[src/rtl/axi_uram_pkg.sv]
// axi_uram_pkg -- shared types and constants for the axi_uram controller.
//   wstate_e   : write-channel FSM states (IDLE -> DATA -> RESP)
//   rstate_e   : read-channel FSM states (IDLE -> BURST)
//   RBUF_DEPTH : depth of the read-data output FIFO
//   credit_ok  : read-issue credit check shared by the read path
package axi_uram_pkg;

  localparam int RBUF_DEPTH = 2;

  typedef enum logic [1:0] {
    W_IDLE = 2'd0,
    W_DATA = 2'd1,
    W_RESP = 2'd2
  } wstate_e;

  typedef enum logic {
    R_IDLE  = 1'b0,
    R_BURST = 1'b1
  } rstate_e;

  // A RAM read may be issued only if the slot it will occupy is guaranteed
  // to exist when its data returns: reads in flight plus entries still held
  // after this cycle's pop must stay below the FIFO depth.
  function automatic logic credit_ok(input logic       inflight,
                                     input logic [1:0] count,
                                     input logic       pop);
    logic [2:0] used;
    used = {2'b00, inflight} + {1'b0, count} - {2'b00, pop};
    return (used < 3'(RBUF_DEPTH));
  endfunction

endpackage

[src/rtl/axi_uram_rbuf.sv]
// axi_uram_rbuf -- 2-entry output FIFO for read beats.
//   clk, rst : clock, asynchronous active-high reset
//   push/din : write one entry (ignored when full)
//   pop      : remove the head entry (ignored when empty)
//   dout     : head entry (zero after reset)
//   count    : number of valid entries (0..2)
module axi_uram_rbuf
  import axi_uram_pkg::*;
#(
  parameter int WIDTH = 129
) (
  input  logic             clk,
  input  logic             rst,
  input  logic             push,
  input  logic [WIDTH-1:0] din,
  input  logic             pop,
  output logic [WIDTH-1:0] dout,
  output logic [1:0]       count
);

  logic [WIDTH-1:0] mem_r [RBUF_DEPTH];
  logic             wr_ptr_r;
  logic             rd_ptr_r;
  logic [1:0]       count_r;
  logic             push_s;
  logic             pop_s;

  assign push_s = push & (count_r != 2'(RBUF_DEPTH));
  assign pop_s  = pop & (count_r != 2'd0);
  assign dout   = mem_r[rd_ptr_r];
  assign count  = count_r;

  // Storage, pointers and occupancy count.
  always_ff @(posedge clk or posedge rst) begin
    if (rst) begin
      for (int i = 0; i < RBUF_DEPTH; i++) begin
        mem_r[i] <= '0;
      end
      wr_ptr_r <= 1'b0;
      rd_ptr_r <= 1'b0;
      count_r  <= 2'd0;
    end else begin
      if (push_s) begin
        mem_r[wr_ptr_r] <= din;
        wr_ptr_r        <= ~wr_ptr_r;
      end
      if (pop_s) begin
        rd_ptr_r <= ~rd_ptr_r;
      end
      case ({push_s, pop_s})
        2'b10:   count_r <= count_r + 2'd1;
        2'b01:   count_r <= count_r - 2'd1;
        default: count_r <= count_r;
      endcase
    end
  end

endmodule

[src/rtl/axi_uram_ctrl.sv]
// axi_uram_ctrl -- AXI4 slave front end for a dual-port on-chip RAM.
//   Writes use RAM port A (addra/dina/wea), reads use port B (addrb/doutb),
//   so one write burst and one read burst can progress concurrently.
//   aclk/arst           : clock, asynchronous active-high reset
//   aw*/w*/b*           : AXI write address, data and response channels
//   ar*/r*              : AXI read address and data channels
//   addra/dina/wea      : RAM port A write interface
//   addrb/doutb         : RAM port B read interface (1-cycle read latency)
// Every burst is treated as INCR with one full word per beat; word
// addresses wrap modulo the RAM depth.
module axi_uram_ctrl
  import axi_uram_pkg::*;
#(
  parameter  int DATA_WIDTH = 128,
  parameter  int ADDR_WIDTH = 12,
  parameter  int ID_WIDTH   = 8,
  localparam int BYTES      = DATA_WIDTH / 8,
  localparam int BYTE_BITS  = $clog2(BYTES)
) (
  input  logic                            aclk,
  input  logic                            arst,
  input  logic [ID_WIDTH-1:0]             awid,
  input  logic [ADDR_WIDTH+BYTE_BITS-1:0] awaddr,
  input  logic [7:0]                      awlen,
  input  logic                            awvalid,
  output logic                            awready,
  input  logic [DATA_WIDTH-1:0]           wdata,
  input  logic [BYTES-1:0]                wstrb,
  input  logic                            wlast,
  input  logic                            wvalid,
  output logic                            wready,
  output logic [ID_WIDTH-1:0]             bid,
  output logic                            bvalid,
  input  logic                            bready,
  input  logic [ID_WIDTH-1:0]             arid,
  input  logic [ADDR_WIDTH+BYTE_BITS-1:0] araddr,
  input  logic [7:0]                      arlen,
  input  logic                            arvalid,
  output logic                            arready,
  output logic [ID_WIDTH-1:0]             rid,
  output logic [DATA_WIDTH-1:0]           rdata,
  output logic                            rlast,
  output logic                            rvalid,
  input  logic                            rready,
  output logic [ADDR_WIDTH-1:0]           addra,
  output logic [DATA_WIDTH-1:0]           dina,
  output logic [BYTES-1:0]                wea,
  output logic [ADDR_WIDTH-1:0]           addrb,
  input  logic [DATA_WIDTH-1:0]           doutb
);

  localparam logic [ADDR_WIDTH-1:0] ADDR_ONE = {{(ADDR_WIDTH-1){1'b0}}, 1'b1};

  // ---------------------------------------------------------------- write
  wstate_e               wstate_r;
  wstate_e               wstate_s;
  logic [ID_WIDTH-1:0]   bid_r;
  logic [ADDR_WIDTH-1:0] waddr_r;
  logic                  aw_hs_s;
  logic                  w_hs_s;

  assign awready = (wstate_r == W_IDLE);
  assign wready  = (wstate_r == W_DATA);
  assign bvalid  = (wstate_r == W_RESP);
  assign aw_hs_s = awvalid & awready;
  assign w_hs_s  = wvalid & wready;
  assign bid     = bid_r;
  assign addra   = waddr_r;
  assign dina    = wdata;
  // The RAM write happens in the same cycle as the W handshake.
  assign wea     = w_hs_s ? wstrb : {BYTES{1'b0}};

  // Write FSM next-state logic.
  always_comb begin
    wstate_s = wstate_r;
    case (wstate_r)
      W_IDLE: begin
        if (aw_hs_s) wstate_s = W_DATA;
        else         wstate_s = W_IDLE;
      end
      W_DATA: begin
        if (w_hs_s && wlast) wstate_s = W_RESP;
        else                 wstate_s = W_DATA;
      end
      W_RESP: begin
        if (bready) wstate_s = W_IDLE;
        else        wstate_s = W_RESP;
      end
      default: wstate_s = W_IDLE;
    endcase
  end

  // Write FSM state, response ID and port A word address.
  always_ff @(posedge aclk or posedge arst) begin
    if (arst) begin
      wstate_r <= W_IDLE;
      bid_r    <= '0;
      waddr_r  <= '0;
    end else begin
      wstate_r <= wstate_s;
      if (aw_hs_s) begin
        bid_r   <= awid;
        waddr_r <= awaddr[ADDR_WIDTH+BYTE_BITS-1:BYTE_BITS];
      end else if (w_hs_s) begin
        waddr_r <= waddr_r + ADDR_ONE;
      end
    end
  end

  // ----------------------------------------------------------------- read
  rstate_e               rstate_r;
  rstate_e               rstate_s;
  logic [ID_WIDTH-1:0]   rid_r;
  logic [ADDR_WIDTH-1:0] raddr_r;
  logic [8:0]            issue_left_r;   // RAM reads still to be issued
  logic                  pend_r;         // a RAM read returns data this cycle
  logic                  pend_last_r;    // ... and it is the final beat
  logic                  ar_hs_s;
  logic                  issue_s;
  logic                  pop_s;
  logic [1:0]            fifo_count_s;
  logic [DATA_WIDTH:0]   fifo_dout_s;

  assign arready = (rstate_r == R_IDLE);
  assign ar_hs_s = arvalid & arready;
  assign rvalid  = (fifo_count_s != 2'd0);
  assign pop_s   = rvalid & rready;
  assign rdata   = fifo_dout_s[DATA_WIDTH-1:0];
  assign rlast   = rvalid & fifo_dout_s[DATA_WIDTH];
  assign rid     = rid_r;
  assign addrb   = raddr_r;

  // Read issue decision: one RAM read per cycle while credit allows.
  always_comb begin
    issue_s = 1'b0;
    if ((rstate_r == R_BURST) && (issue_left_r != 9'd0) &&
        credit_ok(pend_r, fifo_count_s, pop_s)) begin
      issue_s = 1'b1;
    end else begin
      issue_s = 1'b0;
    end
  end

  // Read FSM next-state logic; the burst ends when its last beat leaves.
  always_comb begin
    rstate_s = rstate_r;
    case (rstate_r)
      R_IDLE: begin
        if (ar_hs_s) rstate_s = R_BURST;
        else         rstate_s = R_IDLE;
      end
      R_BURST: begin
        if (pop_s && rlast) rstate_s = R_IDLE;
        else                rstate_s = R_BURST;
      end
      default: rstate_s = R_IDLE;
    endcase
  end

  // Read FSM state, burst bookkeeping and the RAM-latency pipeline stage.
  always_ff @(posedge aclk or posedge arst) begin
    if (arst) begin
      rstate_r     <= R_IDLE;
      rid_r        <= '0;
      raddr_r      <= '0;
      issue_left_r <= 9'd0;
      pend_r       <= 1'b0;
      pend_last_r  <= 1'b0;
    end else begin
      rstate_r    <= rstate_s;
      pend_r      <= issue_s;
      pend_last_r <= issue_s & (issue_left_r == 9'd1);
      if (ar_hs_s) begin
        rid_r        <= arid;
        raddr_r      <= araddr[ADDR_WIDTH+BYTE_BITS-1:BYTE_BITS];
        issue_left_r <= {1'b0, arlen} + 9'd1;
      end else if (issue_s) begin
        raddr_r      <= raddr_r + ADDR_ONE;
        issue_left_r <= issue_left_r - 9'd1;
      end
    end
  end

  // Returned RAM words queue here with their last-beat flag.
  axi_uram_rbuf #(
    .WIDTH(DATA_WIDTH + 1)
  ) u_rbuf (
    .clk  (aclk),
    .rst  (arst),
    .push (pend_r),
    .din  ({pend_last_r, doutb}),
    .pop  (pop_s),
    .dout (fifo_dout_s),
    .count(fifo_count_s)
  );

endmodule
[config.mk]
export PLATFORM = sky130hd
export DESIGN_NAME = axi_uram_ctrl
export DESIGN_NICKNAME = d
export VERILOG_FILES = /design/src/rtl/axi_uram_pkg.sv /design/src/rtl/axi_uram_rbuf.sv /design/src/rtl/axi_uram_ctrl.sv
export SDC_FILE = /design/constraint.sdc
export NUM_CORES = 1
export LEC_CHECK = 0
export ABC_CLOCK_PERIOD_IN_PS = 15700
export CAP_MARGIN = 10
export CELL_PAD_IN_SITES_DETAIL_PLACEMENT = 1
export CELL_PAD_IN_SITES_GLOBAL_PLACEMENT = 2
export CORE_AREA = 4 4 258 260
export DETAILED_ROUTE_END_ITERATION = 8
export DIE_AREA = 0 0 262 264
export PLACE_DENSITY_LB_ADDON = 0.2
export SETUP_SLACK_MARGIN = 0.02
export SLEW_MARGIN = 20
export SYNTH_ARGS = -nofsm -noshare
export SYNTH_HDL_FRONTEND = slang
export SYNTH_HIERARCHICAL = 1
export SYNTH_SLANG_ARGS = --single-unit
[constraint.sdc]
create_clock -name aclk -period 15.7 [get_ports aclk]
set_input_delay 3.925 -clock aclk [delete_from_list [all_inputs] [get_ports aclk]]
set_output_delay 3.925 -clock aclk [all_outputs]
set_load 0.01 [all_outputs]
# Yosys cells after proc, flatten, opt, wreduce, memory -nomap -nowiden
# Index checks and enable logic that the tools add are counted.
# op_classes
addsub,8
n_lt_le_gt_ge,4
n_eq_ne,6
n_mux,22
n_bitwise,13
reduce_logical,11
# ops
op,count
$mux 129,4
$bwmux 258,1
$demux 129 s1,1
$mux 12,4
$add 12x1->12 const B,2
$mux 9,2
$mux 16,1
$add 8x1->9 const B,1
$eq 9x1->1 const B,1
$reduce_bool 9->1,1
$sub 9x1->9 const B,1
$and 1x1->1,8
$reduce_bool 2->1,4
$pmux 2 s3,1
$logic_and 1x1->1,5
$eq 2x1->1 const B,2
$eq 2x2->1 const B,2
$ge 2x2->1 const B,2
$mux 1,4
$mux 2,2
$not 1->2,2
$pmux 2 s2,1
$add 1x2->3,1
$lt 3x2->1 const B,1
8 further kinds,10
# totals
reg_bits,316
input_bits,344
output_inout_bits,318
elab_cells,78

# Depth between registers and ports, before layout
# Gate-level depths: netlist of run 1.
# logic_depth
depth_word,8
ltp_mapped,11
ltp_nobuf,10

# By module
# Netlist of run 1, hierarchy kept.
# by_module_without_submodules
mod,n_inst,cells_each,area_each_um2,seq_area_each_um2
axi_uram_rbuf,1,704,11533.6,6556.3
axi_uram_ctrl,1,463,3896.2,1351.3

# Worst setup path after synthesis of run 1
# OpenSTA, ideal clock, no wires.
# synth_path
path_type,input-to-output
start,in wvalid
end,out wea[10]
t_arrival_ps,4783
required_ps,11775
path_slack_ps,6992
cell_stages,4
path_buffers,2
path_cell_list,and3b_2 -> clkbuf_1 -> clkbuf_1 -> and2_1
# synth_between
elab_chain_cells,2
# synth_lines
element,line,source
"start, declared",axi_uram_ctrl.sv:30,"input logic wvalid,"
$and 1x1->1,axi_uram_ctrl.sv:66,assign w_hs_s = wvalid & wready;
$mux 16,axi_uram_ctrl.sv:71,assign wea = w_hs_s ? wstrb : {BYTES{1'b0}};
"end, declared",axi_uram_ctrl.sv:47,"output logic [BYTES-1:0] wea,"
# No other way between the ends.

# Final worst setup path of run 1
# layout_path
start,in wvalid
end,out wea[3]
# Same word-level chain as after synthesis.

==> flow_metrics.py, run 1 <==
metrics = {
    "global_route": {
        "grt_pass1_wl_um": 72700,
        "grt_pass1_vias": 11374,
        "gr-usage-met1_pct": 16.1,
        "grt_max_degree": 75,
        "grt_busiest_layer": "met2",
        "antenna_found_initial": 4,
        "gr-usage-met2_pct": 21.1,
        "met3_usage_pct": 8.01,
        "grt-ovfl-total": 0,
        "grt_usage_pct": 13.5,
    },
    "hold_path": {
        "hp-class": "reg2reg",
    },
    "floorplan": {
        "die_h_um": 264,
        "rows": 93,
        "core_um2": 64100,
        "die-width_um": 262,
        "die-area_um2": 69200,
        "start_util_pct": 24.1,
        "ios": 662,
    },
    "clocking": {
        "cts_root_buffer": "clkbuf_16",
        "post_cts_buffers": 0,
        "post_cts_resized": 0,
        "clock-sinks": 316,
        "hold_buffers": 0,
        "clk_pin_slew_ns": 0.05,
        "cts_made_buffers": 42,
        "clk_latency_ns": 0.55,
        "cts_tree": "done",
        "cts.path.max_buffers": 3,
        "htreeDepth": 2,
    },
    "synthesis": {
        "synthTopCellsByArea": "dfrtp_1 51%, mux2_2 27%, buf_4 6.3%",
        "synth_top_family_by_area": "multiplexers",
        "synth_fa_ha_area_share_pct": 0.697,
        "yosys.area_share.simple_pct": 6.20,
        "synthCells": 1167,
        "yosys.area.top_type": "dfrtp_1",
        "yosys.cell_types.count": 53,
        "synth_edf_count": 0,
        "synthMuxAreaShare_pct": 28.7,
        "async_flop_share_pct": 100,
        "ys_seq_elements": 316,
        "ys_dominant_reg_cell": "dfrtp_1",
        "ys_seq_area_share_pct": 51.2,
        "syn_area_per_cell_um2": 13.2,
        "yosys_warnings": 6,
        "synth-xor-area-share_pct": 1.59,
        "yosysTopAreaCellShare_pct": 51.2,
        "synth_compound_area_share_pct": 1.69,
        "mappedNetlistArea_um2": 15400,
        "syn_nets": 1519,
    },
    "power": {
        "fin_total_pwr_w": 0.00453,
        "p_per_area_nw_per_um2": 222,
        "ir_drop_uv": 75.7,
        "p_leak_nw": 8.20,
    },
    "sta": {
        "min_period_ns": 9.50,
        "fin_crit_sh_pct": 60.5,
        "setup_tns_ns": 0,
        "slew_violations": 0,
        "finalHoldViolations": 0,
        "skew_ns": 0.0160,
        "timing.fmax_mhz": 105,
        "rsz0062_at_grt": "no",
        "relSlewSlack_pct": 34.4,
        "finalSetupViolations": 0,
        "tightest_slew_ns": 0.984,
    },
    "job": {
        "cap_violations": 0,
    },
    "placed_design": {
        "place.gp.congestion": 0.723,
        "port_buffers": 389,
        "dp_hpwl_um": 33900,
    },
    "routing": {
        "drcViolationCount": 0,
        "vias": 10042,
        "wl_um": 48000,
        "ant_nets": 0,
        "drt-wirelength-per-cell_um": 20.8,
        "viasPerCell": 4.34,
        "drt_iter0_markers": 288,
        "drt_first_pass_iters": 4,
    },
    "critical_path": {
        "cp_cell_sequence": "clkdlybuf4s50_1 > and3b_2 > and2_1 > clkdlybuf4s50_1",
        "worst-endpoint-required_ns": 11.77,
        "cp_data_arrival_time_ns": 5.57,
        "slowest_stage": "clkdlybuf4s50_1",
        "cp-end-kind": "output port",
        "worstSetupStartpointType": "input pin",
        "r2r_setup_slack_ns": 12.31,
        "critPathBufInv": 2,
        "path_delay_family": "buffers and inverters",
        "cp_common_cell": "clkdlybuf4s50_1",
        "path_max_fanout": 22,
        "critPathMaxStageDelay_ns": 0.54,
        "crit_type": "in2out",
    },
    "layout": {
        "final_layout_size_suffix_gt1_share_pct": 32.4,
        "multi_input_area_um2": 6000,
        "seq_area_um2": 7910,
        "areaGrowthSynthToFinish_pct": 32.1,
        "layout.nets": 1776,
        "fillers": 6874,
    },
    "status": {
        "status": "complete, no violations",
    },
}
cell families after synthesis:
group | Yosys count
mux | 390
flops | 316
buf+inv | 194
simple gates | 191
compound gates | 40
xor+xnor | 28
fa+ha+maj | 8
synth_stat cells, types with 7 or more instances:
| master | instances |
|---|---|
| mux2_2 | 376 |
| dfrtp_1 | 316 |
| buf_4 | 130 |
| nand2_1 | 81 |
| nand3_1 | 22 |
| xor2_1 | 22 |
| and2_1 | 21 |
| nor2_1 | 20 |
| o21ai_0 | 17 |
| buf_6 | 14 |
| buf_2 | 13 |
| clkbuf_1 | 13 |
| buf_12 | 11 |
| mux2_4 | 10 |
| nand4_1 | 9 |
| inv_1 | 8 |
| nor3_1 | 8 |
| ha_1 | 7 |
| o211ai_1 | 7 |
metal layers:
metal / vias to the layer above / share of wire [%]
met5: - / 0.26
met3: 67 / 12
met2: 405 / 45
li1: 4447 / -
met1: 5115 / 40
met4: 8 / 1.6
worst reg2reg max path: cells and delay by family, from the launching register on:
family / cells / cell delay [ns]
AOI/OAI and AO/OA: 1 / 0.10
xor gates and xnor gates: 2 / 0.37
adders and majority gates: 2 / 0.66
DFF: 1 / 0.49
and+or+nand+nor: 5 / 1.60
sequential cells by signal, summed over array words and instances, names as in the netlist, 2 cells and up:
register      flops
addra            12
u_rbuf/mem_r    258
issue_left_r      9
u_rbuf/count      2
addrb            12
rid               8
bid               8
wstate_r          2
stage by stage:
stage               hold slack (ns)  instances  utilization, %  cell area, um2  setup WS (ns)
finish                        0.476       2312            31.8           20400           6.20
global route                  0.506       2310            31.8           20400           6.13
CTS                           0.478       2310            31.8           20400           6.17
detailed placement            0.461       2235            29.6           19000           6.18
global placement              0.462       2235            29.6           19000           6.18
floorplan                     0.454       1167               -           15400           4.56
power breakdown:
| group | switching (W) | internal, W | leakage [nW] |
|---|---|---|---|
| sequential | 0.000248 | 0.00123 | 3.78 |
| clock | 0.000371 | 0.000591 | 0.686 |
| combinational | 0.000851 | 0.00124 | 3.73 |
cell usage in the layout, fill, tap and decap left out, types with 9 or more instances in the layout:
cell             count
dfrtp_1            315
mux2_2             376
clkbuf_16           43
xor2_1              22
and2_1              21
clkbuf_1            12
o21ai_0             17
mux2_4              10
nand2_1             81
nand4_1              9
buf_4               10
nor2_1              20
nand3_1             22
clkdlybuf4s50_1    389
cell type report:
| type | count | area share [%] |
|---|---|---|
| well taps | 855 | 5.25 |
| clock inverters | 12 | 0.792 |
| clock buffers | 63 | 6.04 |
| multi-input cells | 657 | 29.4 |
| repair buffers | 399 | 19.5 |
| inverters | 8 | 0.184 |
| flip-flops and latches | 316 | 38.8 |
| diodes | 2 | 0.0245 |
worst paths after layout:
check,depth (start not counted),end,from
worst max-delay path,4,wea[3],wvalid
worst min-delay path,2,rid[2]$_DFFE_PP0P_,rid[2]$_DFFE_PP0P_
worst max register to register,10,addrb[4]$_DFFE_PP0P_,u_rbuf/count[1]$_DFFE_PP0P_
worst min register to register,2,rid[2]$_DFFE_PP0P_,rid[2]$_DFFE_PP0P_
max in group asynchronous,4,u_rbuf/mem_r[183]$_DFFE_PP0P_,arst
min in group asynchronous,2,u_rbuf/mem_r[227]$_DFFE_PP0P_,arst
Power figures use the tool's default switching activity.
==> run 2, diff against run 1 <==
--- a/config.mk
+++ b/config.mk
@@ -5,13 +5,13 @@
 export SDC_FILE = /design/constraint.sdc
 export NUM_CORES = 1
 export LEC_CHECK = 0
-export ABC_CLOCK_PERIOD_IN_PS = 15700
+export ABC_CLOCK_PERIOD_IN_PS = 9000
 export CAP_MARGIN = 10
 export CELL_PAD_IN_SITES_DETAIL_PLACEMENT = 1
 export CELL_PAD_IN_SITES_GLOBAL_PLACEMENT = 2
-export CORE_AREA = 4 4 258 260
+export CORE_AREA = 4 4 259 261
 export DETAILED_ROUTE_END_ITERATION = 8
-export DIE_AREA = 0 0 262 264
+export DIE_AREA = 0 0 263 265
 export PLACE_DENSITY_LB_ADDON = 0.2
 export SETUP_SLACK_MARGIN = 0.02
 export SLEW_MARGIN = 20
==> constraint.sdc (replaced) <==
create_clock -name aclk -period 9 [get_ports aclk]
set_input_delay 2.25 -clock aclk [delete_from_list [all_inputs] [get_ports aclk]]
set_output_delay 2.25 -clock aclk [all_outputs]
set_load 0.01 [all_outputs]
==> run 2 against run 1 <==
  * Utilization shrank 0.40 points
  * Die area grew 0.76%
  * Largest power group unchanged
  * Critical path depth is the same
  * Register-to-register slack lost 6.7 ns
  * Sequential share of layout area grew 0.28 points
  * Largest cell class unchanged
  * Wire length grew 0.66%
  * Via count shrank 1.4%
==> flow_metrics.py, run 2 (synthesized netlist as in run 1, its figures left out) <==
metrics = {
    "placed_design": {
        "dpl_cell_area_um2": 19000,
        "place.gp.congestion": 0.733,
        "dp_hpwl_um": 33900,
        "place_ws_ns": 2.79,
        "port_buffers": 389,
    },
    "power": {
        "combPwrFrac_pct": 47.0,
        "ir_drop_uv": 111,
        "p_per_area_nw_per_um2": 383,
        "p_leak_nw": 8.11,
        "p_clk_share_pct": 19.7,
        "p_sw_w": 0.00254,
        "fin_total_pwr_w": 0.00776,
        "swShare_pct": 32.8,
        "p_seq_share_pct": 33.3,
        "internal_power_w": 0.00522,
    },
    "critical_path": {
        "ff2ff_path_depth": 10,
        "crit_type": "in2out",
        "cp_cell_sequence": "clkdlybuf4s50_1 > and3b_2 > and2_1 > clkdlybuf4s50_1",
        "r2r_start": "u_rbuf/count[1]$_DFFE_PP0P_",
        "path_max_fanout": 22,
        "r2r-end": "issue_left_r[3]$_DFFE_PP0P_",
        "r2r_setup_slack_ns": 5.65,
        "cp-startpoint": "wvalid",
        "slowest_stage": "clkdlybuf4s50_1",
        "cp_common_cell": "clkdlybuf4s50_1",
        "critPathCapture": "wea[5]",
        "cp_data_arrival_time_ns": 3.92,
        "worstSetupStartpointType": "input pin",
        "cp-end-kind": "output port",
        "worst-endpoint-required_ns": 6.75,
        "critPathMaxStageDelay_ns": 0.54,
    },
    "routing": {
        "vias": 9898,
        "ant_nets": 0,
        "wl_um": 48300,
        "drcViolationCount": 0,
        "drt_first_pass_iters": 4,
        "viasPerCell": 4.30,
        "drt_iter0_markers": 253,
        "drt-wirelength-per-cell_um": 21.0,
    },
    "floorplan": {
        "die_h_um": 265,
        "die-width_um": 263,
        "die-area_um2": 69700,
        "start_util_pct": 23.9,
        "rows": 93,
        "core_um2": 64500,
        "ios": 662,
    },
    "hold_path": {
        "hp-class": "reg2reg",
    },
    "global_route": {
        "grt_pass1_vias": 11367,
        "grt_pass1_wl_um": 73600,
        "grt_max_degree": 147,
        "antenna_found_initial": 9,
        "grt_usage_pct": 13.5,
        "grt-ovfl-total": 0,
    },
    "clocking": {
        "post_cts_resized": 0,
        "clk_pin_slew_ns": 0.05,
        "post_cts_buffers": 0,
        "hold_buffers": 0,
        "cts_tree": "done",
        "cts_root_buffer": "clkbuf_16",
        "cts.path.max_buffers": 3,
        "clock-sinks": 316,
        "cts_made_buffers": 41,
        "htreeDepth": 2,
        "clk_latency_ns": 0.55,
    },
    "status": {
        "status": "complete, no violations",
    },
    "sta": {
        "relSlewSlack_pct": 37.3,
        "timing.fmax_mhz": 162,
        "layout_setup_ws_ns": 2.83,
        "min_period_ns": 6.17,
        "finalHoldViolations": 0,
        "slew_violations": 0,
        "rsz0062_at_grt": "no",
        "fin_crit_sh_pct": 68.6,
        "timing.hold.ws_ns": 0.477,
        "tightest_slew_ns": 0.941,
        "finalSetupViolations": 0,
        "setup_tns_ns": 0,
        "skew_ns": 0.00897,
    },
    "layout": {
        "areaGrowthSynthToFinish_pct": 31.2,
        "regMostFlops": "u_rbuf/mem_r",
        "final_common_cell": "clkdlybuf4s50_1",
        "layout.nets": 1774,
        "fin_area_um2": 20200,
        "final_layout_size_suffix_gt1_share_pct": 32.1,
        "layout_common_cells": "389 x clkdlybuf4s50_1, 376 x mux2_2, 315 x dfrtp_1, 81 x nand2_1, 42 x clkbuf_16",
        "largest_register_ffs": 258,
    },
    "job": {
        "cap_violations": 0,
    },
}
-- run 2: worst min path at each step --
stage	end	start	depth (start not counted)
detailed placement	bid[4]$_DFFE_PP0P_	bid[4]$_DFFE_PP0P_	2
CTS	rid[4]$_DFFE_PP0P_	rid[4]$_DFFE_PP0P_	2
finish	bid[7]$_DFFE_PP0P_	bid[7]$_DFFE_PP0P_	2
floorplan	u_rbuf/mem_r[134]$_DFFE_PP0P_	u_rbuf/mem_r[134]$_DFFE_PP0P_	1
global route	rid[4]$_DFFE_PP0P_	rid[4]$_DFFE_PP0P_	2
global placement	bid[7]$_DFFE_PP0P_	bid[7]$_DFFE_PP0P_	2
-- run 2: stage by stage --
stage	std cells	utilization [%]
5_1_grt	2300	31.4
3_5_place_dp	2234	29.5
4_1_cts	2300	31.4
2_1_floorplan	1167	-
6_report	2302	31.4
3_3_place_gp	2234	29.5
-- run 2: power groups by stage --
| stage | clock network (W) | logic (W) | registers (W) |
|---|---|---|---|
| after floorplan | 0 | 0.00223 | 0.00248 |
| after global placement | 0 | 0.00371 | 0.00257 |
| after detailed placement | 0 | 0.00375 | 0.00262 |
| after CTS | 0.00162 | 0.00377 | 0.00260 |
| after global routing | 0.00167 | 0.00397 | 0.00270 |
| final | 0.00153 | 0.00365 | 0.00258 |
-- run 2: metal layers --
metal	wire length [um]	vias up	GRT usage, %
met4	621	18	2.53
li1	-	4417	-
met1	19600	4977	15.9
met5	125	-	0.473
met2	22200	419	21.4
met3	5760	67	8.00
-- run 2: area by class of cell --
class                      count  area, um2
clock inverter                 7       48.8
multi-input combinational    657       6000
sequential                   316       7910
timing repair buffer         398       3990
fill                        6947      44200
inverter                       8       33.8
clock buffer                  59       1180
antenna                        2       5.00
tap                          855       1070
-- run 2: worst max-delay path: cells and delay by family --
family	cells	cell delay, ns
buf+inv	2	1.02
simple gates	2	0.64
==> run 3, diff against run 2 <==
--- a/config.mk
+++ b/config.mk
@@ -5,13 +5,13 @@
 export SDC_FILE = /design/constraint.sdc
 export NUM_CORES = 1
 export LEC_CHECK = 0
-export ABC_CLOCK_PERIOD_IN_PS = 9000
+export ABC_CLOCK_PERIOD_IN_PS = 5500
 export CAP_MARGIN = 10
 export CELL_PAD_IN_SITES_DETAIL_PLACEMENT = 1
 export CELL_PAD_IN_SITES_GLOBAL_PLACEMENT = 2
-export CORE_AREA = 4 4 259 261
+export CORE_MARGIN = 4
+export CORE_UTILIZATION = 24
 export DETAILED_ROUTE_END_ITERATION = 8
-export DIE_AREA = 0 0 263 265
 export PLACE_DENSITY_LB_ADDON = 0.2
 export SETUP_SLACK_MARGIN = 0.02
 export SLEW_MARGIN = 20
==> constraint.sdc (replaced) <==
create_clock -name aclk -period 5.5 [get_ports aclk]
set_input_delay 1.375 -clock aclk [delete_from_list [all_inputs] [get_ports aclk]]
set_output_delay 1.375 -clock aclk [all_outputs]
set_load 0.01 [all_outputs]
==> run 3 against run 2 <==
  * Combinational power is 64% higher
  * First-iteration DRC count is 16% higher
  * Clock power is 82% higher
  * Critical endpoint is now wea[11]
  * Highest routed layer unchanged
==> flow_metrics.py, run 3 (synthesized netlist as in run 1, its figures left out) <==
metrics = {
    "clocking": {
        "post_cts_resized": 0,
        "clk_pin_slew_ns": 0.05,
        "cts_root_buffer": "clkbuf_16",
        "clock-sinks": 316,
        "post_cts_buffers": 0,
        "htreeDepth": 2,
        "clk_latency_ns": 0.56,
        "cts_made_buffers": 42,
        "hold_buffers": 0,
        "cts.path.max_buffers": 3,
        "cts_tree": "done",
    },
    "placed_design": {
        "dp_hpwl_um": 33600,
        "port_buffers": 389,
        "dpl_cell_area_um2": 19000,
        "place.gp.congestion": 0.739,
    },
    "critical_path": {
        "worstSetupStartpointType": "input pin",
        "r2r_start": "u_rbuf/count[1]$_DFFE_PP0P_",
        "crit_type": "in2out",
        "path_max_fanout": 22,
        "r2r-end": "addrb[4]$_DFFE_PP0P_",
        "r2r_setup_slack_ns": 2.14,
        "cp_data_arrival_time_ns": 2.99,
        "worst-endpoint-required_ns": 4.12,
        "ff2ff_path_depth": 10,
        "cp-end-kind": "output port",
    },
    "sta": {
        "finalSetupViolations": 0,
        "min_period_ns": 4.36,
        "tightest_slew_ns": 0.964,
        "timing.fmax_mhz": 229,
        "finalHoldViolations": 0,
        "rsz0062_at_grt": "no",
        "slew_violations": 0,
        "setup_tns_ns": 0,
        "fin_crit_sh_pct": 79.3,
        "skew_ns": 0.0164,
        "relSlewSlack_pct": 35.7,
    },
    "global_route": {
        "grt_max_degree": 141,
        "grt_usage_pct": 13.6,
        "grt-ovfl-total": 0,
        "grt_pass1_vias": 11242,
        "antenna_found_initial": 14,
        "grt_pass1_wl_um": 71200,
    },
    "layout": {
        "multi_input_area_um2": 6000,
        "final_common_cell": "clkdlybuf4s50_1",
        "regMostFlops": "u_rbuf/mem_r",
        "fillers": 6772,
        "layout_common_cells": "389 x clkdlybuf4s50_1, 376 x mux2_2, 315 x dfrtp_1, 81 x nand2_1, 43 x clkbuf_16",
        "largest_register_ffs": 258,
        "fin_area_um2": 20400,
        "layout.nets": 1776,
        "final_layout_size_suffix_gt1_share_pct": 32.7,
        "seq_area_um2": 7910,
        "areaGrowthSynthToFinish_pct": 32.5,
    },
    "routing": {
        "drcViolationCount": 0,
        "viasPerCell": 4.32,
        "drt-wirelength-per-cell_um": 20.9,
        "drt_iter0_markers": 293,
        "ant_nets": 0,
        "drt_first_pass_iters": 4,
        "vias": 9967,
        "wl_um": 48200,
    },
    "floorplan": {
        "ios": 662,
        "die_h_um": 262,
        "core_um2": 63300,
        "die-area_um2": 68400,
        "rows": 92,
        "start_util_pct": 24.4,
        "die-width_um": 262,
    },
    "status": {
        "status": "complete, no violations",
    },
    "power": {
        "p_per_area_nw_per_um2": 638,
        "ir_drop_uv": 205,
        "p_leak_nw": 8.22,
    },
    "job": {
        "cap_violations": 0,
    },
    "hold_path": {
        "hp-class": "reg2reg",
        "hold-path-cell-count": 2,
        "worstHoldStart": "bid[0]$_DFFE_PP0P_",
        "min_to": "bid[0]$_DFFE_PP0P_",
    },
}
[run 3: cell count changes in the layout (fill, tap and decap cells not counted), moves of 2 or more]
cell / previous run / this run
bufinv_16: 0 / 3
clkbuf_8: 7 / 10
clkinv_2: 5 / 8
diode_2: 2 / 5
buf_12: 2 / 4
clkbuf_1: 10 / 8
[run 3: through the flow]
step	power [W]	setup slack, ns	cells	util, %	hold slack [ns]
floorplan	0.00771	0.669	1167	-	0.454
global placement	0.0103	1.14	2226	30.0	0.458
detailed placement	0.0104	1.12	2226	30.0	0.470
CTS	0.0134	1.05	2300	32.3	0.478
global route	0.0139	0.998	2301	32.3	0.510
finish	0.0130	1.14	2305	32.3	0.475
[run 3: worst max-delay path: stages]
cell and delay [ns]:
clkdlybuf4s50_1 0.46, and3b_2 0.42, and2_1 0.19, clkdlybuf4s50_1 0.54
[run 3: report_power, final]
group / total [W] / internal (W) / switching [W] / leakage, nW
combinational: 0.00600 / 0.00357 / 0.00244 / 3.74
clock: 0.00278 / 0.00171 / 0.00108 / 0.699
sequential: 0.00425 / 0.00351 / 0.000749 / 3.78
[run 3: worst max path at each step]
stage / from / to / slack [ns] / cells after the start
after detailed placement: wvalid / wea[8] / 1.12 / 4
after floorplan: arst / u_rbuf/count[0]$_DFFE_PP0P_ / 0.67 / 1
after CTS: u_rbuf/rd_ptr_r$_DFFE_PP0P_ / rdata[61] / 1.05 / 3
after global placement: wvalid / wea[0] / 1.14 / 4
final: wvalid / wea[11] / 1.14 / 4
after global routing: u_rbuf/rd_ptr_r$_DFFE_PP0P_ / rdata[53] / 1.0 / 3
[run 3: cell type report]
cell class | instances | share of cell area, %
antenna | 5 | 0.0612
tap | 846 | 5.18
multi-input combinational | 657 | 29.4
sequential | 316 | 38.7
clock inverter | 13 | 0.796
clock buffer | 61 | 6.08
inverter | 8 | 0.165
timing repair buffer | 399 | 19.7
[run 3: metal layers]
layer	GRT usage (%)	part of all wire, %	vias up
met4	3.50	2.4	18
met1	15.7	39	4997
met5	0	0.24	-
met3	8.26	12	82
li1	-	-	4448
met2	21.4	46	422
